===== src/rtl/vram_port_arbiter.sv =====
// vram_port_arbiter: shares a single-port screen BRAM between display reads and capture writes.
// Optional VRAM_ARB_WRITE_FIFO_EN posts capture writes through a 4-entry FIFO.
module vram_port_arbiter #(
    parameter int ADDR_W     = 17,
    parameter int DATA_W     = 9,
    parameter int RD_LAT     = 1,
    parameter int STARVE_MAX = 8
) (
    input  logic              clk_in,
    input  logic              reset,
    input  logic              disp_req,
    input  logic [ADDR_W-1:0] disp_addr,
    output logic              disp_gnt,
    output logic [DATA_W-1:0] disp_rdata,
    output logic              disp_rvalid,
    input  logic              cap_req,
    input  logic [ADDR_W-1:0] cap_addr,
    input  logic [DATA_W-1:0] cap_wdata,
    output logic              cap_gnt,
    output logic              cap_starved,
    output logic [ADDR_W-1:0] addr,
    output logic              cs_n,
    output logic              wr_n,
    output logic              rd_n,
    output logic [DATA_W-1:0] bram_data_in,
    input  logic [DATA_W-1:0] bram_data_out
);
    typedef enum logic [2:0] {IDLE, RD, RD_WAIT, WR, WR_REC} state_t;

    state_t            r_state, w_state_nxt;
    logic [7:0]        r_cnt, w_cnt_nxt;
    logic [1:0]        r_lat;
    logic              w_go_rd, w_go_wr, w_rd_done;
    logic              w_cap_req;
    logic [ADDR_W-1:0] w_cap_addr;
    logic [DATA_W-1:0] w_cap_wdata;

    always_comb begin
        w_state_nxt = r_state;
        w_cnt_nxt   = r_cnt;
        case (r_state)
            IDLE: begin
                if (disp_req && w_cap_req) begin
                    if (r_cnt == 8'(STARVE_MAX)) begin
                        w_state_nxt = WR;
                    end else begin
                        w_state_nxt = RD;
                        w_cnt_nxt   = r_cnt + 8'd1;
                    end
                end else if (disp_req) begin
                    w_state_nxt = RD;
                end else if (w_cap_req) begin
                    w_state_nxt = WR;
                end
            end
            RD:      w_state_nxt = RD_WAIT;
            RD_WAIT: w_state_nxt = (r_lat == 2'(RD_LAT - 1)) ? IDLE : RD_WAIT;
            WR:      w_state_nxt = WR_REC;
            default: w_state_nxt = IDLE;
        endcase
        w_go_rd   = (r_state == IDLE) && (w_state_nxt == RD);
        w_go_wr   = (r_state == IDLE) && (w_state_nxt == WR);
        w_rd_done = (r_state == RD_WAIT) && (w_state_nxt == IDLE);
        if (w_go_wr) w_cnt_nxt = 8'd0;
    end

    // Every BRAM-facing output is registered from the next-state decision.
    always_ff @(posedge clk_in or negedge reset) begin
        if (!reset) begin
            r_state      <= IDLE;
            r_cnt        <= 8'd0;
            r_lat        <= 2'd0;
            cs_n         <= 1'b1;
            rd_n         <= 1'b1;
            wr_n         <= 1'b1;
            addr         <= '0;
            bram_data_in <= '0;
            disp_gnt     <= 1'b0;
            disp_rvalid  <= 1'b0;
            disp_rdata   <= '0;
            cap_starved  <= 1'b0;
        end else begin
            r_state     <= w_state_nxt;
            r_cnt       <= w_cnt_nxt;
            r_lat       <= (r_state == RD_WAIT) ? r_lat + 2'd1 : 2'd0;
            cs_n        <= !(w_go_rd || w_go_wr);
            rd_n        <= !w_go_rd;
            wr_n        <= !w_go_wr;
            disp_gnt    <= w_go_rd;
            disp_rvalid <= w_rd_done;
            cap_starved <= (w_cnt_nxt == 8'(STARVE_MAX));
            if (w_go_rd) addr <= disp_addr;
            if (w_go_wr) addr <= w_cap_addr;
            if (w_go_wr) bram_data_in <= w_cap_wdata;
            if (w_rd_done) disp_rdata <= bram_data_out;
        end
    end

`ifdef VRAM_ARB_WRITE_FIFO_EN
    logic [ADDR_W+DATA_W-1:0] r_fifo [4];
    logic [1:0]               r_wp, r_rp;
    logic [2:0]               r_fcnt;
    logic                     w_push;

    assign cap_gnt                   = (r_fcnt != 3'd4);
    assign w_push                    = cap_req && cap_gnt;
    assign w_cap_req                 = (r_fcnt != 3'd0);
    assign {w_cap_addr, w_cap_wdata} = r_fifo[r_rp];

    always_ff @(posedge clk_in) begin
        if (w_push) r_fifo[r_wp] <= {cap_addr, cap_wdata};
    end

    always_ff @(posedge clk_in or negedge reset) begin
        if (!reset) begin
            r_wp   <= 2'd0;
            r_rp   <= 2'd0;
            r_fcnt <= 3'd0;
        end else begin
            if (w_push) r_wp <= r_wp + 2'd1;
            if (w_go_wr) r_rp <= r_rp + 2'd1;
            r_fcnt <= r_fcnt + 3'(w_push) - 3'(w_go_wr);
        end
    end
`else
    assign w_cap_req   = cap_req;
    assign w_cap_addr  = cap_addr;
    assign w_cap_wdata = cap_wdata;

    always_ff @(posedge clk_in or negedge reset) begin
        if (!reset) cap_gnt <= 1'b0;
        else cap_gnt <= w_go_wr;
    end
`endif
endmodule

===== config.mk =====
export PLATFORM = sky130hd
export DESIGN_NAME = vram_port_arbiter
export DESIGN_NICKNAME = d
export VERILOG_FILES = /design/src/rtl/vram_port_arbiter.sv
export SDC_FILE = /design/constraint.sdc
export NUM_CORES = 1
export LEC_CHECK = 0
export CORE_ASPECT_RATIO = 2
export CORE_MARGIN = 2
export CORE_UTILIZATION = 42
export DETAILED_ROUTE_END_ITERATION = 6
export PLACE_DENSITY = 0.91
export SKIP_LAST_GASP = 1
export SYNTH_ARGS = -nofsm -noshare
export SYNTH_HDL_FRONTEND = slang
export SYNTH_SLANG_ARGS = --single-unit

===== constraint.sdc =====
create_clock -name clk_in -period 2.3 [get_ports clk_in]
set_clock_uncertainty 0.1 [all_clocks]
set_input_delay 0.46 -clock clk_in [delete_from_list [all_inputs] [get_ports clk_in]]
set_output_delay 0.46 -clock clk_in [all_outputs]
set_load 0.05 [all_outputs]

**After elaboration in Yosys (flattened, before gate mapping)**

Index checks and enable logic that the tools add are counted.

- Shift-type cells: 0
- Eq/ne operators: 7
- $add $sub $neg: 2
- $mul: 0
- Order comparisons: 0
- Bitwise logic cells: 0
- Reductions and logical operators: 12
- Divide/modulo/power cells: 0
- Muxes and demuxes: 13

Operators with widths:

| operator | count |
|---|---|
| $mux 17 | 2 |
| $mux 8 | 4 |
| $eq 8x4->1 const B | 2 |
| $pmux 3 s4 | 1 |
| $eq 3x2->1 const B | 3 |
| $mux 3 | 3 |
| $add 8x1->8 const B | 1 |
| $eq 3x1->1 const B | 2 |
| $logic_not 3->1 | 2 |
| $mux 2 | 3 |
| $logic_and 1x1->1 | 4 |
| $logic_not 1->1 | 3 |
| $add 2x1->2 const B | 1 |
| $logic_not 2->1 | 1 |
| $reduce_bool 2->1 | 1 |
| $logic_or 1x1->1 | 1 |

- Bits in latches: 0
- Memories kept: 0
- Register bits after elaboration: 55
- Output and inout bits: 42
- Input port bits: 56
- Word-level logic and storage cells: 47
- Memory bits (read-only): 0
- Memory bits (writable): 0

**Depth between registers and ports, before layout**

Gate-level depths: netlist (run 1).

- Word-level depth: 8
- Depth in mapped cells: 8
- Mapped depth without buffers: 6

**Worst setup path after synthesis (run 1)**

No wires, ideal clock.

- Path type: reg2reg
- From: register r_state[0]
- To: register bram_data_in[4]
- Buffers on the path: 2
- Required time: 2.075 ns
- Stages on the path, launching flop included: 6
- Library setup time: 0.125 ns
- Path slack: 0.288 ns
- Arrival time: 1.787 ns
- Clock period less this slack: 2.012 ns
- Path through: dfrtp_1 or4b_4 and2b_1 buf_2 buf_4 mux2_2

- Cells in the longest elaborated chain, start to end: 6
- Elaborated cells on any way between the ends: 10
- Classes of those cells: eq/ne (4); mux (4); reduce/logical (2)

RTL lines:

| element | line | RTL |
|---|---|---|
| start, declared | 30 | `state_t r_state, w_state_nxt;` |
| start signal, assigned | 83 | `r_state <= w_state_nxt;` |
| $mux 3 | 52 | `end else if (w_cap_req) begin` |
| $mux 3 | 50 | `end else if (disp_req) begin` |
| $mux 3 | 43 | `if (disp_req && w_cap_req) begin` |
| $pmux 3 s4 | 41 | `case (r_state)` |
| $eq 3x2->1 | 62 | `w_go_wr = (r_state == IDLE) && (w_state_nxt == WR);` |
| $logic_and 1x1->1 * | 62 |  |
| end signal, assigned | 94 | `if (w_go_wr) bram_data_in <= w_cap_wdata;` |
| end, declared | 25 | `output logic [DATA_W-1:0] bram_data_in,` |

Every way passes the cells marked *; elsewhere a longest branch is shown, timed or not.
A chain may end at the register's enable or synchronous reset.

**Final worst setup path (run 1)**

- From: register cs_n
- To: output port cs_n

RTL lines:

| element | line | RTL |
|---|---|---|
| start, declared | 22 | `output logic cs_n,` |
| start signal, assigned | 86 | `cs_n <= !(w_go_rd \|\| w_go_wr);` |

No word-level cell between the ends.

==> results of run 1 <==
==> layer usage <==
metal	share of wire, %	up-vias	GRT usage [%]
li1	-	865	-
met1	33	949	21.6
met2	59	81	40.9
met3	4.6	16	4.09
met4	3.6	0	11.7
met5	0	-	0
==> state kept, by name (all words and copies together) (netlist names), 2 cells and up <==
| register | count |
|---|---|
| r_lat | 2 |
| r_state | 3 |
| disp_rdata | 9 |
| r_cnt | 8 |
| bram_data_in | 9 |
| addr | 17 |
==> per-stage QoR <==
| stage | area [um^2] | total power (W) |
|---|---|---|
| 6_report | 3490 | 0.00550 |
| 3_3_place_gp | 3390 | 0.00488 |
| 5_1_grt | 3490 | 0.00577 |
| 4_1_cts | 3490 | 0.00554 |
| 2_1_floorplan | 2260 | 0.00378 |
| 3_5_place_dp | 3390 | 0.00498 |
==> synth_stat cells, types with 2 or more instances <==
| cell | number | area (um^2) |
|---|---|---|
| xnor2_1 | 3 | 26.3 |
| dfstp_2 | 3 | 78.8 |
| and3_1 | 3 | 18.8 |
| ha_1 | 3 | 37.5 |
| mux2_2 | 18 | 203 |
| xor2_1 | 2 | 17.5 |
| nand3_1 | 2 | 10.0 |
| nand4_1 | 2 | 12.5 |
| nor2_1 | 12 | 45.0 |
| buf_2 | 5 | 25.0 |
| a21oi_1 | 5 | 25.0 |
| and2_1 | 2 | 12.5 |
| a222oi_1 | 17 | 170 |
| inv_1 | 26 | 97.6 |
| buf_4 | 2 | 15.0 |
| nor3_1 | 2 | 10.0 |
| nand2_1 | 6 | 22.5 |
| dfrtp_1 | 52 | 1300 |
| o21ai_0 | 3 | 15.0 |
==> cells by family (layout without fill, tap and decap cells) <==
| family | after synthesis | count (layout) |
|---|---|---|
| flops | 55 | 55 |
| xor+xnor | 5 | 5 |
| simple gates | 36 | 36 |
| compound gates | 31 | 31 |
| buf+inv | 34 | 146 |
| mux | 18 | 18 |
| fa+ha+maj | 3 | 3 |
==> power groups by stage <==
stage          Sequential (W)  Combinational [W]  Clock (W)
2_1_floorplan         0.00292           0.000860          0
3_3_place_gp          0.00167            0.00321          0
3_5_place_dp          0.00168            0.00330          0
4_1_cts               0.00168            0.00330   0.000559
5_1_grt               0.00173            0.00345   0.000586
6_report              0.00168            0.00328   0.000536
==> path summary, 6_finish.rpt <==
check / start / end / slack, ns
setup / recovery: cs_n / cs_n / 0.09
hold / removal: addr[2] / addr[2] / 0.40
setup reg to reg: r_state[0] / cap_starved / 0.20
hold reg to reg: addr[2] / addr[2] / 0.40
max in group asynchronous: reset / cs_n / 0.93
min in group asynchronous: reset / bram_data_in[7] / 0.51
==> cell type report <==
type	instances	area (um^2)	area share (%)
inverters	26	97.6	2.80
flip-flops and latches	55	1380	39.6
clock buffers	6	72.6	2.08
multi-input cells	93	741	21.2
clock inverters	2	16.3	0.467
repair buffers	112	1110	31.7
well taps	58	72.6	2.08
==> worst min-delay path: cells and delay by family (launching register included) <==
| kind | cells | cell delay, ns |
|---|---|---|
| AO/OA/AOI/OAI | 1 | 0.06 |
| buffers and inverters | 1 | 0.05 |
| flip-flops | 1 | 0.36 |
==> results.cfg, run 1 <==
[outcome]
status = complete, but fails checks
violations = DRC

[clock_network]
cts_setup_buffers = 0
cts_resized = 0
clock_path_buffers = 2
insertion_delay_ns = 0.32
cts-root-buf = clkbuf_8
numCtsBuffers = 5
htree_num_levels = 2
holdBufCountCts = 1
clkSlewWorstSetupHoldPaths_ns = 0.10
cts.sinks = 55
cts_tree = done

[power]
p_leak_nw = 1.57
vdd_drop_max_v = 0.00118
p_sw_share_pct = 47.8
power_frac_clock_pct = 9.7
powerDensity_nw_per_um2 = 1580
seqPwrFrac_pct = 30.6
netSwitchingPower_w = 0.00263
p_int_w = 0.00287
p_comb_share_pct = 59.7

[yosys]
yosysWarnings = 0
synth_nets = 241
ys_types = 33
synth_area_um2 = 2260
synth_edf_count = 0
synth_seq_area_share_pct = 61.0
synth_xor_area_share_pct = 1.94
synthCells = 182
synth_top_family_by_area = compound AO/OA/AOI/OAI gates
synth_fa_ha_area_share_pct = 1.66
async_flop_share_pct = 100
synth-simple-area-share_pct = 8.79
synth_compound_area_share_pct = 11.4
synthFlopType = dfrtp_1
synth-seq-cells = 55
muxShareOfSynthArea_pct = 8.96
synth_area_per_cell_um2 = 12.4

[timing]
finalHoldViolCount = 0
setup_viol = 0
fin_setup_tns_ns = 0
fin_crit_ns = 2.21
maxSlewHeadroom_pct = 64.1
period_share_pct = 96.2
fin_ws_ns = 0.0883
fmax_ghz = 0.452
drv_slew = 0
tightest_slew_ns = 0.537
hold_ws_ns = 0.402
rsz0062_at_grt = false

[die]
fp.dieH_um = 108
num_rows = 37
pin_count = 98
initial_core_util_pct = 43.6
core-area_um2 = 5180
die-area_um2 = 6020
die_x_um = 55.9

[worst_hold_path]
min-delay-path-class = flip-flop to flip-flop
hold_path_depth = 2

[route]
initialDrtViolationCount = 102
drt_wl_total_um = 6030
drc = 1
drt_pass1_iterations = 7
wire_per_inst_um = 17.1
ant_nets = 0
vias = 1911
vias_per_cell = 5.43

[worst_setup_path]
cp.arrival_ns = 1.65
cpMaxStageDelayCell = clkdlybuf4s50_1
crit_type = flip-flop to output port
cpPeakStageDelay_ns = 0.81
cp.required_ns = 1.74
crit_buf_inv = 1
path_max_fanout = 1
cp.depth = 1
end_kind = output port
crit_chain = clkdlybuf4s50_1
path_delay_family = buffers and inverters
setup.worst_path.start_class = flip-flop
r2r_cells = 5

[global_routing]
antenna_found_initial = 0
grt-ovfl-total = 0
grt_pass1_vias = 2082
grt_use_total_pct = 21.6
grt_pass1_wl_um = 9870
grt_max_degree = 21

[layout]
stdcell_count = 352
mostFrequentLayoutCells = clkdlybuf4s50_1, dfrtp_1, inv_1
antenna_cells = 0
utilization_pct = 67.2
fin_nets = 352
final_common_cell = clkdlybuf4s50_1
final_layout_size_suffix_gt1_share_pct = 16.7
syn2layout_area_growth_pct = 54.1
fillers = 390

[placement]
dpl.hpwl_um = 4580
io_buffers = 97
placed_cells = 343
gp_congestion = 0.888
pre_cts_ws_ns = -0.211

[flow_run]
max_cap_viol_count = 0
Power figures use the tool's default switching activity.
==> run 2, diff against run 1 <==
--- a/config.mk
+++ b/config.mk
@@ -11,6 +11,7 @@
 export DETAILED_ROUTE_END_ITERATION = 6
 export PLACE_DENSITY = 0.91
 export SKIP_LAST_GASP = 1
+export SLEW_MARGIN = 5
 export SYNTH_ARGS = -nofsm -noshare
 export SYNTH_HDL_FRONTEND = slang
 export SYNTH_SLANG_ARGS = --single-unit
==> results of run 2 <==
Final layout, timing and power as in run 1 (identical DEF).
